File: config.mk
export PLATFORM = sky130hd
export DESIGN_NAME = z80_exec_sequencer
export DESIGN_NICKNAME = d
export VERILOG_FILES = /design/src/rtl/z80_exec_sequencer.sv
export SDC_FILE = /design/constraint.sdc
export NUM_CORES = 1
export LEC_CHECK = 0
export ABC_AREA = 1
export BUFFER_PORTS_ARGS = -buffer_cell sky130_fd_sc_hd__buf_2
export CELL_PAD_IN_SITES_DETAIL_PLACEMENT = 0
export CELL_PAD_IN_SITES_GLOBAL_PLACEMENT = 1
export CORE_MARGIN = 5
export CORE_UTILIZATION = 31
export DETAILED_ROUTE_END_ITERATION = 7
export PLACE_DENSITY_LB_ADDON = 0.1
export SYNTH_ARGS = -nofsm -noshare
export SYNTH_HDL_FRONTEND = slang
export SYNTH_SLANG_ARGS = --single-unit
export TNS_END_PERCENT = 50
File: constraint.sdc
create_clock -name i_clk_sys -period 3.32 [get_ports i_clk_sys]
set_clock_uncertainty 0.1 [all_clocks]
set_input_delay 0.664 -clock i_clk_sys [delete_from_list [all_inputs] [get_ports i_clk_sys]]
set_output_delay 0.664 -clock i_clk_sys [all_outputs]
set_load 0.005 [all_outputs]
File: src/rtl/z80_exec_sequencer.sv
// Post-download execute sequencer: captures the start address, waits for the
// download to settle, stalls the Z80 at an M1 boundary and loads PC/SP via DIR.
module z80_exec_sequencer #(
   parameter logic [15:0] SP_ADDR       = 16'h4200,
   parameter int unsigned SETTLE_CYCLES = 64,
   parameter int unsigned SET_CYCLES    = 4,
   parameter int unsigned SYNC_TIMEOUT  = 65535
) (
   input  logic         i_clk_sys,
   input  logic         i_reset,
   input  logic         i_load_active,
   input  logic         i_exec_valid,
   input  logic [15:0]  i_exec_addr,
   input  logic         i_exec_enable,
   input  logic         i_cpu_m1_n,
   output logic         o_cpu_wait,
   output logic [211:0] o_dir_out,
   output logic         o_dir_set,
   output logic         o_busy,
   output logic         o_exec_done
);

   localparam int unsigned CNT_W     = 16;
   localparam int unsigned DIR_W     = 212;
   localparam int unsigned DIR_PAD_W = DIR_W - 80;

   localparam logic [CNT_W-1:0] SETTLE_LAST = CNT_W'(SETTLE_CYCLES - 1);
   localparam logic [CNT_W-1:0] SET_LAST    = CNT_W'(SET_CYCLES - 1);
   localparam logic [CNT_W-1:0] SYNC_LAST   = CNT_W'(SYNC_TIMEOUT - 1);

   typedef enum logic [2:0] {
      S_IDLE,
      S_LOADING,
      S_SETTLE,
      S_SYNC,
      S_HOLD,
      S_SET,
      S_RELEASE
   } state_t;

   state_t           r_state;
   state_t           w_state_next;
   logic [CNT_W-1:0] r_cnt;
   logic [CNT_W-1:0] w_cnt_next;
   logic [CNT_W-1:0] w_cnt_inc;
   logic             r_armed;
   logic             w_armed_next;
   logic [15:0]      r_addr;
   logic [15:0]      w_addr_next;
   logic             r_m1_n_q;
   logic             w_m1_fall;
   logic             w_capture;

   // PC field tracks the captured address; everything else is a fixed reset image
   assign o_dir_out = {{DIR_PAD_W{1'b0}}, r_addr, SP_ADDR, 16'h0000, 8'h01, 8'h01, 16'h0001};

   assign w_m1_fall = r_m1_n_q & ~i_cpu_m1_n;
   assign w_cnt_inc = (r_cnt == {CNT_W{1'b1}}) ? r_cnt : r_cnt + CNT_W'(1);

   // A strobe in the IDLE cycle that starts a download belongs to that download
   assign w_capture = i_exec_valid &&
                      ((r_state == S_IDLE && i_load_active) ||
                       r_state == S_LOADING || r_state == S_SETTLE);

   always_comb begin
      w_state_next = r_state;
      w_cnt_next   = r_cnt;
      w_armed_next = r_armed;
      w_addr_next  = r_addr;

      if (w_capture) begin
         w_addr_next  = i_exec_addr;
         w_armed_next = 1'b1;
      end

      case (r_state)
         S_IDLE: begin
            if (i_load_active) w_state_next = S_LOADING;
         end
         S_LOADING: begin
            if (!i_load_active) begin
               if (w_armed_next && i_exec_enable) begin
                  w_state_next = S_SETTLE;
                  w_cnt_next   = '0;
               end else begin
                  w_state_next = S_IDLE;
                  w_armed_next = 1'b0;
               end
            end
         end
         S_SETTLE: begin
            if (i_load_active) begin
               w_state_next = S_LOADING;
            end else if (r_cnt == SETTLE_LAST) begin
               w_state_next = S_SYNC;
               w_cnt_next   = '0;
            end else begin
               w_cnt_next = w_cnt_inc;
            end
         end
         S_SYNC: begin
            if (w_m1_fall || r_cnt == SYNC_LAST) begin
               w_state_next = S_HOLD;
               w_cnt_next   = '0;
            end else begin
               w_cnt_next = w_cnt_inc;
            end
         end
         S_HOLD: begin
            w_state_next = S_SET;
            w_cnt_next   = '0;
         end
         S_SET: begin
            if (r_cnt == SET_LAST) begin
               w_state_next = S_RELEASE;
               w_cnt_next   = '0;
            end else begin
               w_cnt_next = w_cnt_inc;
            end
         end
         S_RELEASE: begin
            w_state_next = S_IDLE;
            w_armed_next = 1'b0;
         end
         default: begin
            w_state_next = S_IDLE;
            w_armed_next = 1'b0;
            w_cnt_next   = '0;
         end
      endcase
   end

   // Outputs are decoded from the next state so they line up with the state register
   always_ff @(posedge i_clk_sys) begin
      if (i_reset) begin
         r_state     <= S_IDLE;
         r_cnt       <= '0;
         r_armed     <= 1'b0;
         r_addr      <= '0;
         r_m1_n_q    <= 1'b1;
         o_cpu_wait  <= 1'b0;
         o_dir_set   <= 1'b0;
         o_busy      <= 1'b0;
         o_exec_done <= 1'b0;
      end else begin
         r_state     <= w_state_next;
         r_cnt       <= w_cnt_next;
         r_armed     <= w_armed_next;
         r_addr      <= w_addr_next;
         r_m1_n_q    <= i_cpu_m1_n;
         o_cpu_wait  <= (w_state_next == S_HOLD) || (w_state_next == S_SET);
         o_dir_set   <= (w_state_next == S_SET);
         o_busy      <= (w_state_next != S_IDLE);
         o_exec_done <= (w_state_next == S_RELEASE);
      end
   end

endmodule
Yosys cells after proc, flatten, opt, wreduce, memory -nomap -nowiden --
Index checks and enable logic that the tools add are counted.
Word-level totals: flip-flop bits (word level) 41, input port bits 22, output and inout bits 216, word-level logic and storage cells 61
Cells by class: $add $sub $neg 1, eq/ne operators 16, multiplexer cells 20, bitwise logic cells 3, reduce and logical (&&, ||, !) cells 12
Operators with widths (count):
- $mux W16 | 7
- $pmux W16 S5 | 1
- $eq A16 B16 Y1 const B | 2
- $eq A3 B3 Y1 const B | 6
- $mux W3 | 6
- $pmux W3 S6 | 1
- $add A16 B1 Y16 const B | 1
- $eq A16 B2 Y1 const B | 1
- $eq A16 B6 Y1 const B | 1
- $eq A3 B2 Y1 const B | 2
- $reduce_or A5 Y1 | 1
- $logic_or A1 B1 Y1 | 4
- $ne A2 B2 Y1 const B | 2
- $reduce_and A4 Y1 | 1
- $eq A3 B1 Y1 const B | 1
- $logic_and A1 B1 Y1 | 3
- $logic_not A3 Y1 | 1
- $mux W1 | 3
- $reduce_bool A3 Y1 | 1
- $mux W2 | 1
- $ne A2 B1 Y1 const B | 1
- $not A1 Y1 | 2
- $pmux W1 S2 | 1
- $reduce_or A2 Y1 | 1
- $and A1 B1 Y1 | 1

Logic depth before layout (Yosys ltp) --
Gate-level depths: netlist of the first run.
depth after elaboration 12, depth in mapped cells 14, gate-level depth less buffers 13

Worst setup path after synthesis of the first run --
Ideal clock, no wire load.
path type in2reg, from in i_exec_valid, to reg r_cnt[1], arrival time 1603 ps, path slack 1500 ps, stages on the path 10, path buffers 1, path through nand2_4 nor2_4 nand2_4 nand2_4 nand2_4 a21boi_4 nand2_4 nand2_4 buf_12 nor2_2
On the way: cells in the longest elaborated chain, start to end 5
RTL lines:
- start: declaration | line 12 | input logic i_exec_valid,
- $logic_and A1 B1 Y1 | line 61 | assign w_capture = i_exec_valid &&
- $mux W1 | line 71 | if (w_capture) begin
- $logic_and A1 B1 Y1 | line 82 | if (w_armed_next && i_exec_enable) begin
- $ne A2 B1 Y1 (no line)
- $reduce_and A4 Y1 (no line)
- end signal: assignment | line 147 | r_cnt <= w_cnt_next;
- end: declaration | line 43 | logic [CNT_W-1:0] r_cnt;
Every way passes these cells. A chain may end at the register's enable or synchronous reset.

Final worst setup path of the first run --
from reg r_cnt[0], to reg r_cnt[7]
On the way: cells in the longest elaborated chain, start to end 5, elaborated cells on any way between the ends 12
RTL lines:
- $add A16 B1 Y16 / $eq A16 B16 Y1 (equally long branches) | line 58 | assign w_cnt_inc = (r_cnt == {CNT_W{1'b1}}) ? r_cnt : r_cnt + CNT_W'(1);
- $mux W16 | line 58
- $mux W16 | line 94 | end else if (r_cnt == SETTLE_LAST) begin
- $mux W16 | line 92 | if (i_load_active) begin
- $pmux W16 S5 (*) | line 76 | case (r_state)
Mark *: on every way between the ends. The rest lies on a longest branch, timed or not. The select of a mux whose other input is x is not followed.

==> impl_metrics.xml, run 1 <==
<?xml version="1.0" encoding="UTF-8"?>
<metrics>
  <group name="status">
    <metric name="run_status" unit="">finished clean</metric>
  </group>
  <group name="sta">
    <metric name="timing.fmax" unit="MHz">448</metric>
    <metric name="post-route-worst-setup-slack" unit="ns">1.09</metric>
    <metric name="hold_viol_final" unit="">0</metric>
    <metric name="fin_crit" unit="ns">2.23</metric>
    <metric name="tightest_slew" unit="ns">0.740</metric>
    <metric name="final-setup-viol-count" unit="">0</metric>
    <metric name="fin_worst_hold_slack" unit="ns">0.382</metric>
    <metric name="grt_setup_unrepaired" unit="">false</metric>
    <metric name="period_share" unit="">0.672</metric>
    <metric name="finalMaxSlewViolations" unit="">0</metric>
    <metric name="timing.setup.tns" unit="ns">0</metric>
    <metric name="max-slew-margin-rel" unit="">0.506</metric>
  </group>
  <group name="setup_path">
    <metric name="r2r_setup_slack" unit="ns">1.09</metric>
    <metric name="timing_worst_setup_path_type" unit="">flop to flop</metric>
    <metric name="endpoint_kind" unit="">flop</metric>
    <metric name="crit_required" unit="ns">3.40</metric>
    <metric name="crit_path_max_fanout" unit="">11</metric>
    <metric name="cp.arrival" unit="ns">2.31</metric>
    <metric name="critPathLaunchType" unit="">flop</metric>
  </group>
  <group name="floorplan">
    <metric name="die-width" unit="microns">120</metric>
    <metric name="io_pins" unit="">238</metric>
    <metric name="dieArea" unit="sq mm">0.0143</metric>
    <metric name="die_y" unit="microns">120</metric>
    <metric name="row_count" unit="">40</metric>
    <metric name="core_region_area" unit="sq mm">0.0119</metric>
    <metric name="floorplan.initialDensity" unit="">0.313</metric>
  </group>
  <group name="routing">
    <metric name="number_of_nets_still_failing_antenna_checks_after_routing" unit="">0</metric>
    <metric name="detailed_route_wl" unit="mm">7.71</metric>
    <metric name="post-route-drc-count" unit="">0</metric>
    <metric name="initialDrtViolationCount" unit="">89</metric>
    <metric name="top_layer" unit="">met4</metric>
    <metric name="num_vias" unit="">2653</metric>
    <metric name="detail_route.wl_per_cell" unit="microns">10.7</metric>
    <metric name="met3_wirelength" unit="microns">666</metric>
    <metric name="wirelength_met1" unit="mm">3.15</metric>
    <metric name="route.detailed.vias_per_inst" unit="">3.68</metric>
    <metric name="detailroute.wirelength.met2" unit="mm">3.78</metric>
    <metric name="drt_pre_antenna_iters" unit="">5</metric>
  </group>
  <group name="clock_network">
    <metric name="cts.clk_slew.worst_paths" unit="ns">0.06</metric>
    <metric name="ctsHtreeMaxLevel" unit="">2</metric>
    <metric name="cts.sinks" unit="">41</metric>
    <metric name="ctsLongestPathBuffers" unit="">2</metric>
    <metric name="cts_hold_buf" unit="">0</metric>
    <metric name="numCtsBuffers" unit="">5</metric>
    <metric name="post_cts.repair.setup_buffers" unit="">0</metric>
    <metric name="cts.repair.resized" unit="">0</metric>
    <metric name="clock-root-buffer" unit="">sky130_fd_sc_hd__clkbuf_16</metric>
    <metric name="worstSkewPairLatency" unit="ns">0.28</metric>
    <metric name="tritoncts" unit="">built</metric>
  </group>
  <group name="grt">
    <metric name="grt.overflow.total" unit="">0</metric>
    <metric name="maximum_number_of_pins_on_one_net_before_global_route_repair" unit="">26</metric>
    <metric name="global_route_usage_over_all_layers" unit="">0.100</metric>
    <metric name="global_route_wire_length_before_repair" unit="mm">11.7</metric>
    <metric name="first_global_vias" unit="">2478</metric>
    <metric name="antenna_found_initial" unit="">0</metric>
  </group>
  <group name="synth">
    <metric name="ys_seq_elements" unit="">41</metric>
    <metric name="synth_area_leaders" unit="">sky130_fd_sc_hd__buf_4 (39%), sky130_fd_sc_hd__dfxtp_1 (22%), sky130_fd_sc_hd__nor2_1 (7.0%)</metric>
    <metric name="post_syn_instances" unit="">535</metric>
    <metric name="post_synth_instance_area" unit="sq mm">0.00373</metric>
    <metric name="sequential_element_share_of_the_synthesized_area" unit="">0.220</metric>
    <metric name="synth-warning-count" unit="">0</metric>
    <metric name="yosys.area.top_type_share" unit="">0.395</metric>
    <metric name="post_synth_num_cell_types" unit="">31</metric>
    <metric name="synth.avg_cell_area" unit="sq um">6.97</metric>
    <metric name="synth_top_area_cell" unit="">sky130_fd_sc_hd__buf_4</metric>
  </group>
  <group name="placement">
    <metric name="dp_cells" unit="">713</metric>
    <metric name="pre_cts_slack" unit="ns">1.05</metric>
    <metric name="io_buffers" unit="">41</metric>
    <metric name="place_hpwl" unit="mm">6.31</metric>
    <metric name="routability_congestion_estimate_from_global_placement" unit="">0.801</metric>
  </group>
  <group name="cells_and_area">
    <metric name="finalNonFillerCells" unit="">721</metric>
    <metric name="drive_gt1_frac" unit="">0.141</metric>
    <metric name="post-route-util" unit="">0.290</metric>
    <metric name="diodes" unit="">0</metric>
    <metric name="fin_nets" unit="">597</metric>
    <metric name="area.growth.synth_to_final" unit="%">-7.28</metric>
    <metric name="filler_cell_count" unit="">1341</metric>
  </group>
  <group name="pwr">
    <metric name="cellLeakagePower" unit="nW">1.88</metric>
    <metric name="power-per-cell-area" unit="mW/mm^2">349</metric>
    <metric name="vdd_drop_max" unit="V">0.000167</metric>
  </group>
  <group name="job">
    <metric name="max_capacitance_violation_count" unit="">0</metric>
  </group>
  <group name="hold_path">
    <metric name="hold_removal_path_class" unit="">flop to flop</metric>
  </group>
</metrics>
power breakdown:
group | leakage [nW] | internal, mW | switching [mW]
Sequential | 0.335 | 0.514 | 0.0135
Combinational | 1.48 | 0.0477 | 0.135
Clock | 0.0702 | 0.280 | 0.215
worst paths after layout:
check,startpoint,to,cells after the start
hold reg to reg,r_addr[4],r_addr[4],2
setup / recovery,r_cnt[0],r_cnt[7],11
setup reg to reg,r_cnt[0],r_cnt[7],11
hold / removal,r_addr[4],r_addr[4],2
Yosys cell counts:
library cell and n:
sky130_fd_sc_hd__clkbuf_1 3, sky130_fd_sc_hd__or2_1 1, sky130_fd_sc_hd__clkinv_4 1, sky130_fd_sc_hd__ha_1 2, sky130_fd_sc_hd__nor2_4 1, sky130_fd_sc_hd__nand2_1 65, sky130_fd_sc_hd__inv_2 3, sky130_fd_sc_hd__nand4_1 13
sky130_fd_sc_hd__nand2_4 7, sky130_fd_sc_hd__buf_2 2, sky130_fd_sc_hd__nand3_2 2, sky130_fd_sc_hd__nor3_1 7, sky130_fd_sc_hd__o21ai_1 5, sky130_fd_sc_hd__nand2_2 2, sky130_fd_sc_hd__nor2_1 70, sky130_fd_sc_hd__dfxtp_1 41
sky130_fd_sc_hd__buf_4 196, sky130_fd_sc_hd__buf_6 2, sky130_fd_sc_hd__o21bai_1 1, sky130_fd_sc_hd__a211oi_1 1, sky130_fd_sc_hd__a21oi_1 3, sky130_fd_sc_hd__a21boi_0 1, sky130_fd_sc_hd__buf_12 1, sky130_fd_sc_hd__inv_1 39
sky130_fd_sc_hd__nand3_1 25, sky130_fd_sc_hd__a221oi_1 1, sky130_fd_sc_hd__nor2_2 15, sky130_fd_sc_hd__a21boi_4 1, sky130_fd_sc_hd__and2_1 1, sky130_fd_sc_hd__conb_1 2, sky130_fd_sc_hd__o21ai_0 21
cell type report:
class	instances	area [sq um]	share of cell area
inverter	43	166	0.0482
tap	147	184	0.0532
sequential	41	821	0.238
clock buffer	5	125	0.0362
multi-input combinational	441	1930	0.559
clock inverter	3	21.3	0.00615
timing repair buffer	41	205	0.0594
routing by layer:
metal	track usage	up-vias
met1	0.125	1152
li1	-	1343
met5	0	-
met3	0.0240	12
met4	0.0322	0
met2	0.169	146
state kept, by name, summed over array words and instances, names as in the netlist:
name         cells
r_armed          1
r_state          3
o_cpu_wait       1
r_m1_n_q         1
o_busy           1
o_exec_done      1
r_cnt           16
r_addr          16
o_dir_set        1
worst max-delay path: stages, from the launching register on:
cell and delay, ns:
sky130_fd_sc_hd__dfxtp_1 0.37, sky130_fd_sc_hd__ha_1 0.28, sky130_fd_sc_hd__nand2_1 0.14, sky130_fd_sc_hd__nor2_1 0.09
sky130_fd_sc_hd__nand2_1 0.17, sky130_fd_sc_hd__inv_1 0.06, sky130_fd_sc_hd__nand2_1 0.30, sky130_fd_sc_hd__nand3_1 0.15
sky130_fd_sc_hd__nor2_1 0.23, sky130_fd_sc_hd__nand3_1 0.11, sky130_fd_sc_hd__nand3_1 0.10, sky130_fd_sc_hd__nor2_1 0.05
cell families (layout without fill, tap and decap cells):
group	Yosys count	count (layout)	synth area share
flip-flops	41	41	0.220
AO/OA/AOI/OAI	34	34	0.0524
buffers and inverters	247	92	0.457
AND/OR/NAND/NOR	209	209	0.262
other	2	196	0.00201
adder cells (fa/ha/maj)	2	2	0.00671
metrics by stage:
stage	cell area [sq um]	power, mW
after CTS	3460	1.22
after global routing	3460	1.28
after global placement	3310	0.716
final	3460	1.21
after detailed placement	3310	0.716
after floorplan	4460	0.836
cells in the final DEF (no fill, tap or decap), drive strengths merged:
cell type and instances:
conb 196, nor2 86, nand2 74, inv 43, buf 41, dfxtp 41
nand3 27, o21ai 26, nand4 13, nor3 7, clkbuf 5, a21oi 3
ha 2, clkinv 2, a21boi 2, a211oi 1, or2 1, o21bai 1
a221oi 1, and2 1, clkinvlp 1
Note: power is estimated with default switching activity, not from simulation.
==> run 2: changes to the inputs <==
Settings changed: ABC_AREA 1 to 0, CORE_UTILIZATION 31 to 26.
Clock period 3.32 ns to 1.9 ns, I/O delays scaled along.
==> run 2 against run 1 <==
  * The run now ends with negative setup slack left
  * Largest power group unchanged
  * Synthesized area decreased by 8.6%
  * Combinational power up 57%
  * Synthesized cell count shrank 22%
  * Core utilization rose by 0.11 points
  * Sequential power increased by 71%
  * Clock-buffer cell count grew 1
==> impl_metrics.xml, run 2 <==
<?xml version="1.0" encoding="UTF-8"?>
<metrics>
  <group name="cells_and_area">
    <metric name="diodes" unit="">0</metric>
    <metric name="area.growth.synth_to_final" unit="%">8.70</metric>
    <metric name="fin_nets" unit="">528</metric>
    <metric name="reg.largest.list" unit="">r_addr x16, r_cnt x16, r_state x3</metric>
    <metric name="layout_commonest_cell" unit="">sky130_fd_sc_hd__conb_1</metric>
    <metric name="drive_gt1_frac" unit="">0.257</metric>
    <metric name="post-route-util" unit="">0.291</metric>
    <metric name="postLayoutCellArea" unit="sq mm">0.00370</metric>
    <metric name="finalNonFillerCells" unit="">677</metric>
    <metric name="final_cell_mix" unit="">sky130_fd_sc_hd__conb_1 (196), sky130_fd_sc_hd__buf_4 (48), sky130_fd_sc_hd__buf_2 (41)</metric>
    <metric name="filler_cell_count" unit="">1374</metric>
  </group>
  <group name="synth">
    <metric name="synth-edff-count" unit="">0</metric>
    <metric name="yosys.area.top_type_share" unit="">0.432</metric>
    <metric name="sequential_element_share_of_the_synthesized_area" unit="">0.241</metric>
    <metric name="fraction_of_synthesis_flops_using_an_asynchronous_set_or_reset_pin" unit="">0</metric>
    <metric name="synth_most_common_cell" unit="">sky130_fd_sc_hd__buf_4</metric>
    <metric name="synth.avg_cell_area" unit="sq um">8.19</metric>
    <metric name="ys_seq_elements" unit="">41</metric>
    <metric name="post_syn_instances" unit="">416</metric>
    <metric name="synth-warning-count" unit="">0</metric>
    <metric name="post_synth_num_cell_types" unit="">45</metric>
    <metric name="post_synth_instance_area" unit="sq mm">0.00341</metric>
    <metric name="synth_top_area_cell" unit="">sky130_fd_sc_hd__buf_4</metric>
    <metric name="synth_area_leaders" unit="">sky130_fd_sc_hd__buf_4 (43%), sky130_fd_sc_hd__dfxtp_1 (24%), sky130_fd_sc_hd__mux2i_1 (4.7%)</metric>
    <metric name="netlist_top_cells_count" unit="">sky130_fd_sc_hd__buf_4 (196), sky130_fd_sc_hd__dfxtp_1 (41), sky130_fd_sc_hd__nor2_1 (31)</metric>
    <metric name="synth-main-ff-cell" unit="">sky130_fd_sc_hd__dfxtp_1</metric>
  </group>
  <group name="sta">
    <metric name="finalMaxSlewViolations" unit="">0</metric>
    <metric name="fin_worst_hold_slack" unit="ns">0.192</metric>
    <metric name="timing.setup.tns" unit="ns">-2.66</metric>
    <metric name="grt_setup_unrepaired" unit="">true</metric>
    <metric name="final-setup-viol-count" unit="">20</metric>
    <metric name="period_share" unit="">1.08</metric>
    <metric name="post-route-worst-setup-slack" unit="ns">-0.152</metric>
    <metric name="timing.fmax" unit="MHz">487</metric>
    <metric name="fin_crit" unit="ns">2.05</metric>
    <metric name="hold_viol_final" unit="">0</metric>
  </group>
  <group name="routing">
    <metric name="num_vias" unit="">2418</metric>
    <metric name="detail_route.wl_per_cell" unit="microns">10.7</metric>
    <metric name="initialDrtViolationCount" unit="">88</metric>
    <metric name="drt_pre_antenna_iters" unit="">4</metric>
    <metric name="detailed_route_wl" unit="mm">7.21</metric>
    <metric name="post-route-drc-count" unit="">0</metric>
    <metric name="route.detailed.vias_per_inst" unit="">3.57</metric>
    <metric name="number_of_nets_still_failing_antenna_checks_after_routing" unit="">0</metric>
  </group>
  <group name="setup_path">
    <metric name="endpoint_kind" unit="">flop</metric>
    <metric name="timing_worst_setup_path_type" unit="">flop to flop</metric>
    <metric name="crit_chain" unit="">inv_2 &gt; ha_4 &gt; nand4_1 &gt; or4_4 &gt; and3_4 &gt; o41ai_4 &gt; buf_12 &gt; a211oi_1</metric>
    <metric name="max_stage_delay" unit="ns">0.44</metric>
    <metric name="critPathLaunchType" unit="">flop</metric>
    <metric name="r2r_setup_slack" unit="ns">-0.15</metric>
    <metric name="timing.rr.start" unit="">r_cnt[0]</metric>
    <metric name="highest_delay_cell_along_the_critical_path" unit="">sky130_fd_sc_hd__or4_4</metric>
    <metric name="cp.arrival" unit="ns">2.11</metric>
    <metric name="crit_required" unit="ns">1.96</metric>
    <metric name="reg2regPathDepth" unit="">8</metric>
    <metric name="regToRegEndpoint" unit="">r_cnt[1]</metric>
    <metric name="crit_path_max_fanout" unit="">16</metric>
  </group>
  <group name="pwr">
    <metric name="p_sw_frac" unit="">0.282</metric>
    <metric name="combinationalPowerShare" unit="">0.141</metric>
    <metric name="p_switching" unit="uW">578</metric>
    <metric name="power-per-cell-area" unit="mW/mm^2">554</metric>
    <metric name="cellLeakagePower" unit="nW">1.82</metric>
    <metric name="p_int" unit="mW">1.47</metric>
    <metric name="total_power" unit="mW">2.05</metric>
    <metric name="clock_network_power_share" unit="">0.419</metric>
    <metric name="p_seq_frac" unit="">0.440</metric>
    <metric name="vdd_drop_max" unit="V">0.000266</metric>
  </group>
  <group name="floorplan">
    <metric name="core_region_area" unit="sq mm">0.0127</metric>
    <metric name="dieArea" unit="sq mm">0.0155</metric>
    <metric name="die_y" unit="microns">124</metric>
    <metric name="floorplan.initialDensity" unit="">0.268</metric>
    <metric name="io_pins" unit="">238</metric>
    <metric name="die-width" unit="microns">124</metric>
    <metric name="row_count" unit="">41</metric>
  </group>
  <group name="status">
    <metric name="run_status" unit="">complete, but fails checks</metric>
    <metric name="violations" unit="">negative setup slack</metric>
  </group>
  <group name="clock_network">
    <metric name="ctsLongestPathBuffers" unit="">2</metric>
    <metric name="numCtsBuffers" unit="">5</metric>
    <metric name="cts.clk_slew.worst_paths" unit="ns">0.06</metric>
    <metric name="cts_hold_buf" unit="">0</metric>
    <metric name="cts.sinks" unit="">41</metric>
    <metric name="ctsHtreeMaxLevel" unit="">2</metric>
    <metric name="worstSkewPairLatency" unit="ns">0.28</metric>
    <metric name="clock-root-buffer" unit="">sky130_fd_sc_hd__clkbuf_16</metric>
    <metric name="tritoncts" unit="">built</metric>
  </group>
  <group name="hold_path">
    <metric name="hold_removal_path_class" unit="">primary input to flop</metric>
    <metric name="hold-path-endpoint" unit="">r_m1_n_q</metric>
    <metric name="holdPathStages" unit="">2</metric>
    <metric name="hold_path_startpoint" unit="">i_cpu_m1_n</metric>
  </group>
  <group name="placement">
    <metric name="pre_cts_slack" unit="ns">-0.189</metric>
    <metric name="dp_cells" unit="">668</metric>
    <metric name="place_hpwl" unit="mm">5.96</metric>
    <metric name="routability_congestion_estimate_from_global_placement" unit="">0.771</metric>
    <metric name="placed_area" unit="sq mm">0.00347</metric>
    <metric name="io_buffers" unit="">41</metric>
  </group>
  <group name="grt">
    <metric name="grt.overflow.total" unit="">0</metric>
    <metric name="global_route_wire_length_before_repair" unit="mm">11.1</metric>
    <metric name="antenna_found_initial" unit="">0</metric>
    <metric name="maximum_number_of_pins_on_one_net_before_global_route_repair" unit="">18</metric>
    <metric name="first_global_vias" unit="">2248</metric>
    <metric name="global_route_usage_over_all_layers" unit="">0.0856</metric>
  </group>
  <group name="job">
    <metric name="max_capacitance_violation_count" unit="">0</metric>
  </group>
</metrics>
[run 2: cell count changes after synthesis, moves of 9 or more]
cell,change
sky130_fd_sc_hd__a21oi_1,+9
sky130_fd_sc_hd__inv_1,-32
sky130_fd_sc_hd__mux2i_1,+16
sky130_fd_sc_hd__nand2_1,-55
sky130_fd_sc_hd__nand3_1,-20
sky130_fd_sc_hd__nor2_1,-39
sky130_fd_sc_hd__nor2_2,-15
sky130_fd_sc_hd__o21ai_0,-10
sky130_fd_sc_hd__or3_1,+10
[run 2: worst max path at each step]
stage / start / endpoint / slack, ns / depth (start not counted)
4_1_cts: r_cnt[0] / r_cnt[1] / -0.18 / 8
5_1_grt: r_cnt[0] / r_cnt[9] / -0.25 / 8
2_1_floorplan: r_cnt[14] / r_cnt[8] / -0.19 / 6
3_3_place_gp: r_cnt[0] / r_cnt[1] / -0.18 / 8
3_5_place_dp: r_cnt[0] / r_cnt[1] / -0.19 / 8
6_report: r_cnt[0] / r_cnt[1] / -0.15 / 8
[run 2: power groups by stage]
| stage | clock (mW) | sequential (mW) | combinational [mW] |
|---|---|---|---|
| global placement | 0 | 0.922 | 0.273 |
| global route | 0.937 | 0.906 | 0.331 |
| detailed placement | 0 | 0.921 | 0.273 |
| floorplan | 0 | 0.921 | 0.471 |
| CTS | 0.897 | 0.902 | 0.279 |
| finish | 0.861 | 0.902 | 0.288 |
[run 2: logic make-up (layout without fill, tap and decap cells)]
logic type,after synthesis,in the layout,synth area share
mux,16,16,0.0470
simple gates,93,93,0.146
xor+xnor,6,6,0.0154
flops,41,41,0.241
compound gates,44,44,0.0885
fa+ha+maj,2,2,0.00734
buf+inv,212,107,0.452
other cells,2,196,0.00220
[run 2: layout make-up]
| cell class | instances | area (sq um) | share of cell area |
|---|---|---|---|
| multi-input cells | 357 | 1870 | 0.505 |
| flip-flops and latches | 41 | 835 | 0.225 |
| repair buffers | 92 | 617 | 0.166 |
| well taps | 172 | 215 | 0.0581 |
| clock buffers | 6 | 129 | 0.0348 |
| inverters | 7 | 26.3 | 0.00709 |
| clock inverters | 2 | 13.8 | 0.00371 |
[run 2: layer usage]
metal | up-vias | GRT usage | part of all wire
li1 | 1164 | - | -
met1 | 1110 | 0.105 | 0.41
met2 | 137 | 0.149 | 0.48
met3 | 7 | 0.0167 | 0.092
met4 | 0 | 0.0290 | 0.014
met5 | - | 0 | 0
[run 2: worst max-delay path: cells and delay by family (launching register included)]
family,cells,cell delay (ns)
adders and majority gates,1,0.12
AOI/OAI and AO/OA,2,0.38
DFF,1,0.33
and+or+nand+nor,3,0.74
buffers and inverters,2,0.26
[run 2: what timing repair did]
action	in CTS	in global routing
resized for setup	16	5
pin swaps	2	1
gates cloned	0	0
setup endpoints to repair	22	22
buffers inserted	1	0
==> run 3: changes to the inputs <==
Settings changed: CORE_ASPECT_RATIO from default to 1.25.
==> run 3 against run 2 <==
  * The flow still finishes with violations (negative setup slack)
  * Register-to-register slack improved by 0.02 ns
  * Combinational power increased by 2%
  * Worst setup slack improved by 0.023 ns
  * Power increased by 12%
  * Sequential share of layout area decreased by 0.69 points
  * Fmax increased by 1.1%
  * Wire length increased by 5.8%
  * Non-clock buffer count increased by 7
  * First-iteration DRC count increased by 4.5%
  * Die area about the same
  * Critical path type unchanged
  * Highest routed layer unchanged
==> impl_metrics.xml, run 3 (synthesis gave the netlist of run 2 again) <==
<?xml version="1.0" encoding="UTF-8"?>
<metrics>
  <group name="cells_and_area">
    <metric name="diodes" unit="">0</metric>
    <metric name="final_cell_mix" unit="">sky130_fd_sc_hd__conb_1 (196), sky130_fd_sc_hd__buf_4 (52), sky130_fd_sc_hd__buf_2 (41)</metric>
    <metric name="filler_cell_count" unit="">1411</metric>
    <metric name="post-route-util" unit="">0.302</metric>
    <metric name="drive_gt1_frac" unit="">0.293</metric>
    <metric name="area.growth.synth_to_final" unit="%">13.3</metric>
    <metric name="postLayoutCellArea" unit="sq mm">0.00386</metric>
    <metric name="reg.largest.list" unit="">r_addr x16, r_cnt x16, r_state x3</metric>
    <metric name="fin_nets" unit="">535</metric>
    <metric name="layout_commonest_cell" unit="">sky130_fd_sc_hd__conb_1</metric>
  </group>
  <group name="floorplan">
    <metric name="core_region_area" unit="sq mm">0.0128</metric>
    <metric name="floorplan.initialDensity" unit="">0.267</metric>
    <metric name="dieArea" unit="sq mm">0.0155</metric>
    <metric name="die-width" unit="microns">112</metric>
    <metric name="die_y" unit="microns">138</metric>
    <metric name="row_count" unit="">46</metric>
    <metric name="io_pins" unit="">238</metric>
  </group>
  <group name="sta">
    <metric name="tightest_slew" unit="ns">0.655</metric>
    <metric name="grt_setup_unrepaired" unit="">true</metric>
    <metric name="period_share" unit="">1.07</metric>
    <metric name="max-slew-margin-rel" unit="">0.560</metric>
    <metric name="final-setup-viol-count" unit="">17</metric>
    <metric name="finalMaxSlewViolations" unit="">0</metric>
    <metric name="fin_worst_hold_slack" unit="ns">0.199</metric>
    <metric name="hold_viol_final" unit="">0</metric>
    <metric name="timing.setup.tns" unit="ns">-1.88</metric>
    <metric name="fin_crit" unit="ns">2.03</metric>
    <metric name="timing.fmax" unit="MHz">493</metric>
    <metric name="post-route-worst-setup-slack" unit="ns">-0.129</metric>
  </group>
  <group name="pwr">
    <metric name="cellLeakagePower" unit="nW">1.89</metric>
    <metric name="vdd_drop_max" unit="V">0.000332</metric>
    <metric name="power-per-cell-area" unit="mW/mm^2">596</metric>
  </group>
  <group name="setup_path">
    <metric name="r2r_setup_slack" unit="ns">-0.13</metric>
    <metric name="max_stage_delay" unit="ns">0.55</metric>
    <metric name="crit_path_max_fanout" unit="">4</metric>
    <metric name="critical_path.top_delay_family" unit="">simple AND/OR/NAND/NOR gates</metric>
    <metric name="cp.buffers_inverters" unit="">1</metric>
    <metric name="highest_delay_cell_along_the_critical_path" unit="">sky130_fd_sc_hd__or4_4</metric>
    <metric name="cp.arrival" unit="ns">2.10</metric>
    <metric name="critPathLaunchType" unit="">flop</metric>
    <metric name="crit_path_start" unit="">r_cnt[11]</metric>
    <metric name="timing_worst_setup_path_type" unit="">flop to flop</metric>
    <metric name="timing.rr.start" unit="">r_cnt[11]</metric>
    <metric name="endpoint_kind" unit="">flop</metric>
    <metric name="crit_chain" unit="">nand4_4 &gt; or4_4 &gt; and3_4 &gt; o41ai_4 &gt; buf_4 &gt; a21oi_1</metric>
    <metric name="worst_setup_path_endpoint" unit="">r_cnt[5]</metric>
    <metric name="crit_required" unit="ns">1.97</metric>
    <metric name="reg2regPathDepth" unit="">6</metric>
    <metric name="regToRegEndpoint" unit="">r_cnt[5]</metric>
    <metric name="cp.depth" unit="">6</metric>
  </group>
  <group name="grt">
    <metric name="grt.overflow.total" unit="">0</metric>
    <metric name="antenna_found_initial" unit="">0</metric>
    <metric name="global_route_usage_over_all_layers" unit="">0.0895</metric>
    <metric name="maximum_number_of_pins_on_one_net_before_global_route_repair" unit="">21</metric>
    <metric name="first_global_vias" unit="">2260</metric>
    <metric name="global_route_wire_length_before_repair" unit="mm">11.7</metric>
  </group>
  <group name="clock_network">
    <metric name="clock-root-buffer" unit="">sky130_fd_sc_hd__clkbuf_16</metric>
    <metric name="cts_hold_buf" unit="">0</metric>
    <metric name="cts.clk_slew.worst_paths" unit="ns">0.06</metric>
    <metric name="numCtsBuffers" unit="">5</metric>
    <metric name="tritoncts" unit="">built</metric>
    <metric name="ctsHtreeMaxLevel" unit="">2</metric>
    <metric name="worstSkewPairLatency" unit="ns">0.28</metric>
    <metric name="ctsLongestPathBuffers" unit="">2</metric>
    <metric name="cts.sinks" unit="">41</metric>
  </group>
  <group name="routing">
    <metric name="detail_route.wl_per_cell" unit="microns">11.2</metric>
    <metric name="route.detailed.vias_per_inst" unit="">3.54</metric>
    <metric name="number_of_nets_still_failing_antenna_checks_after_routing" unit="">0</metric>
    <metric name="initialDrtViolationCount" unit="">92</metric>
    <metric name="drt_pre_antenna_iters" unit="">4</metric>
    <metric name="post-route-drc-count" unit="">0</metric>
    <metric name="num_vias" unit="">2410</metric>
    <metric name="detailed_route_wl" unit="mm">7.63</metric>
  </group>
  <group name="job">
    <metric name="max_capacitance_violation_count" unit="">0</metric>
  </group>
  <group name="placement">
    <metric name="io_buffers" unit="">41</metric>
    <metric name="place_hpwl" unit="mm">6.42</metric>
    <metric name="routability_congestion_estimate_from_global_placement" unit="">0.738</metric>
    <metric name="placed_area" unit="sq mm">0.00350</metric>
  </group>
  <group name="status">
    <metric name="run_status" unit="">complete, but fails checks</metric>
    <metric name="violations" unit="">negative setup slack</metric>
  </group>
  <group name="hold_path">
    <metric name="hold_removal_path_class" unit="">primary input to flop</metric>
  </group>
</metrics>
==> run 3: cell count changes in the layout (fill, tap and decap cells not counted), sizes merged <==
cell      change
buf           +7
clkinvlp      -1
bufinv        +2
clkbuf        -1
==> run 3: worst reg2reg max path, cell delays in order, from the launching register on <==
cell	delay, ns
sky130_fd_sc_hd__dfxtp_2	0.39
sky130_fd_sc_hd__nand4_4	0.10
sky130_fd_sc_hd__or4_4	0.55
sky130_fd_sc_hd__and3_4	0.21
sky130_fd_sc_hd__o41ai_4	0.31
sky130_fd_sc_hd__buf_4	0.21
sky130_fd_sc_hd__a21oi_1	0.04
==> run 3: how the worst min path moves through the flow <==
| stage | cells after the start | start | slack, ns | endpoint |
|---|---|---|---|---|
| after floorplan | 2 | r_cnt[5] | 0.38 | r_cnt[5] |
| after global placement | 2 | r_addr[12] | 0.37 | r_addr[12] |
| after detailed placement | 2 | r_addr[13] | 0.38 | r_addr[13] |
| after CTS | 2 | i_cpu_m1_n | 0.19 | r_m1_n_q |
| after global routing | 2 | i_cpu_m1_n | 0.19 | r_m1_n_q |
| final | 2 | i_cpu_m1_n | 0.20 | r_m1_n_q |
==> run 3: layout make-up <==
cell class / count / area, sq um / area share
well taps: 168 / 210 / 0.0544
clock inverters: 3 / 68.8 / 0.0178
repair buffers: 99 / 672 / 0.174
inverters: 7 / 26.3 / 0.00680
clock buffers: 5 / 125 / 0.0324
multi-input cells: 357 / 1920 / 0.496
flip-flops and latches: 41 / 843 / 0.218
==> run 3: repair_timing <==
item / CTS / global route
endpoints found under the setup margin: 20 / 22
gates cloned: 0 / 1
setup buffers: 0 / 1
hold endpoints to repair: 0 / 0
pin swaps: 0 / 10
gates resized for setup: 7 / 34
==> run 3: through the flow <==
step | instances | setup slack [ns] | power, mW
floorplan | 610 | -0.187 | 1.39
global placement | 670 | -0.245 | 1.19
detailed placement | 670 | -0.280 | 1.19
CTS | 678 | -0.144 | 2.31
global route | 680 | -0.214 | 2.43
finish | 680 | -0.129 | 2.30
==> run 3: where the power goes <==
part | switching (mW) | internal, mW | total [mW]
Clock | 0.352 | 0.757 | 1.11
Combinational | 0.194 | 0.0983 | 0.293
Sequential | 0.0154 | 0.886 | 0.901
Total | 0.562 | 1.74 | 2.30
==> run 3: routing by layer <==
layer,up-vias,global-route usage,part of all wire
li1,1181,-,-
met1,1101,0.0933,0.35
met2,121,0.176,0.55
met3,7,0.0236,0.092
met4,0,0.0209,0.0094
met5,-,0,0
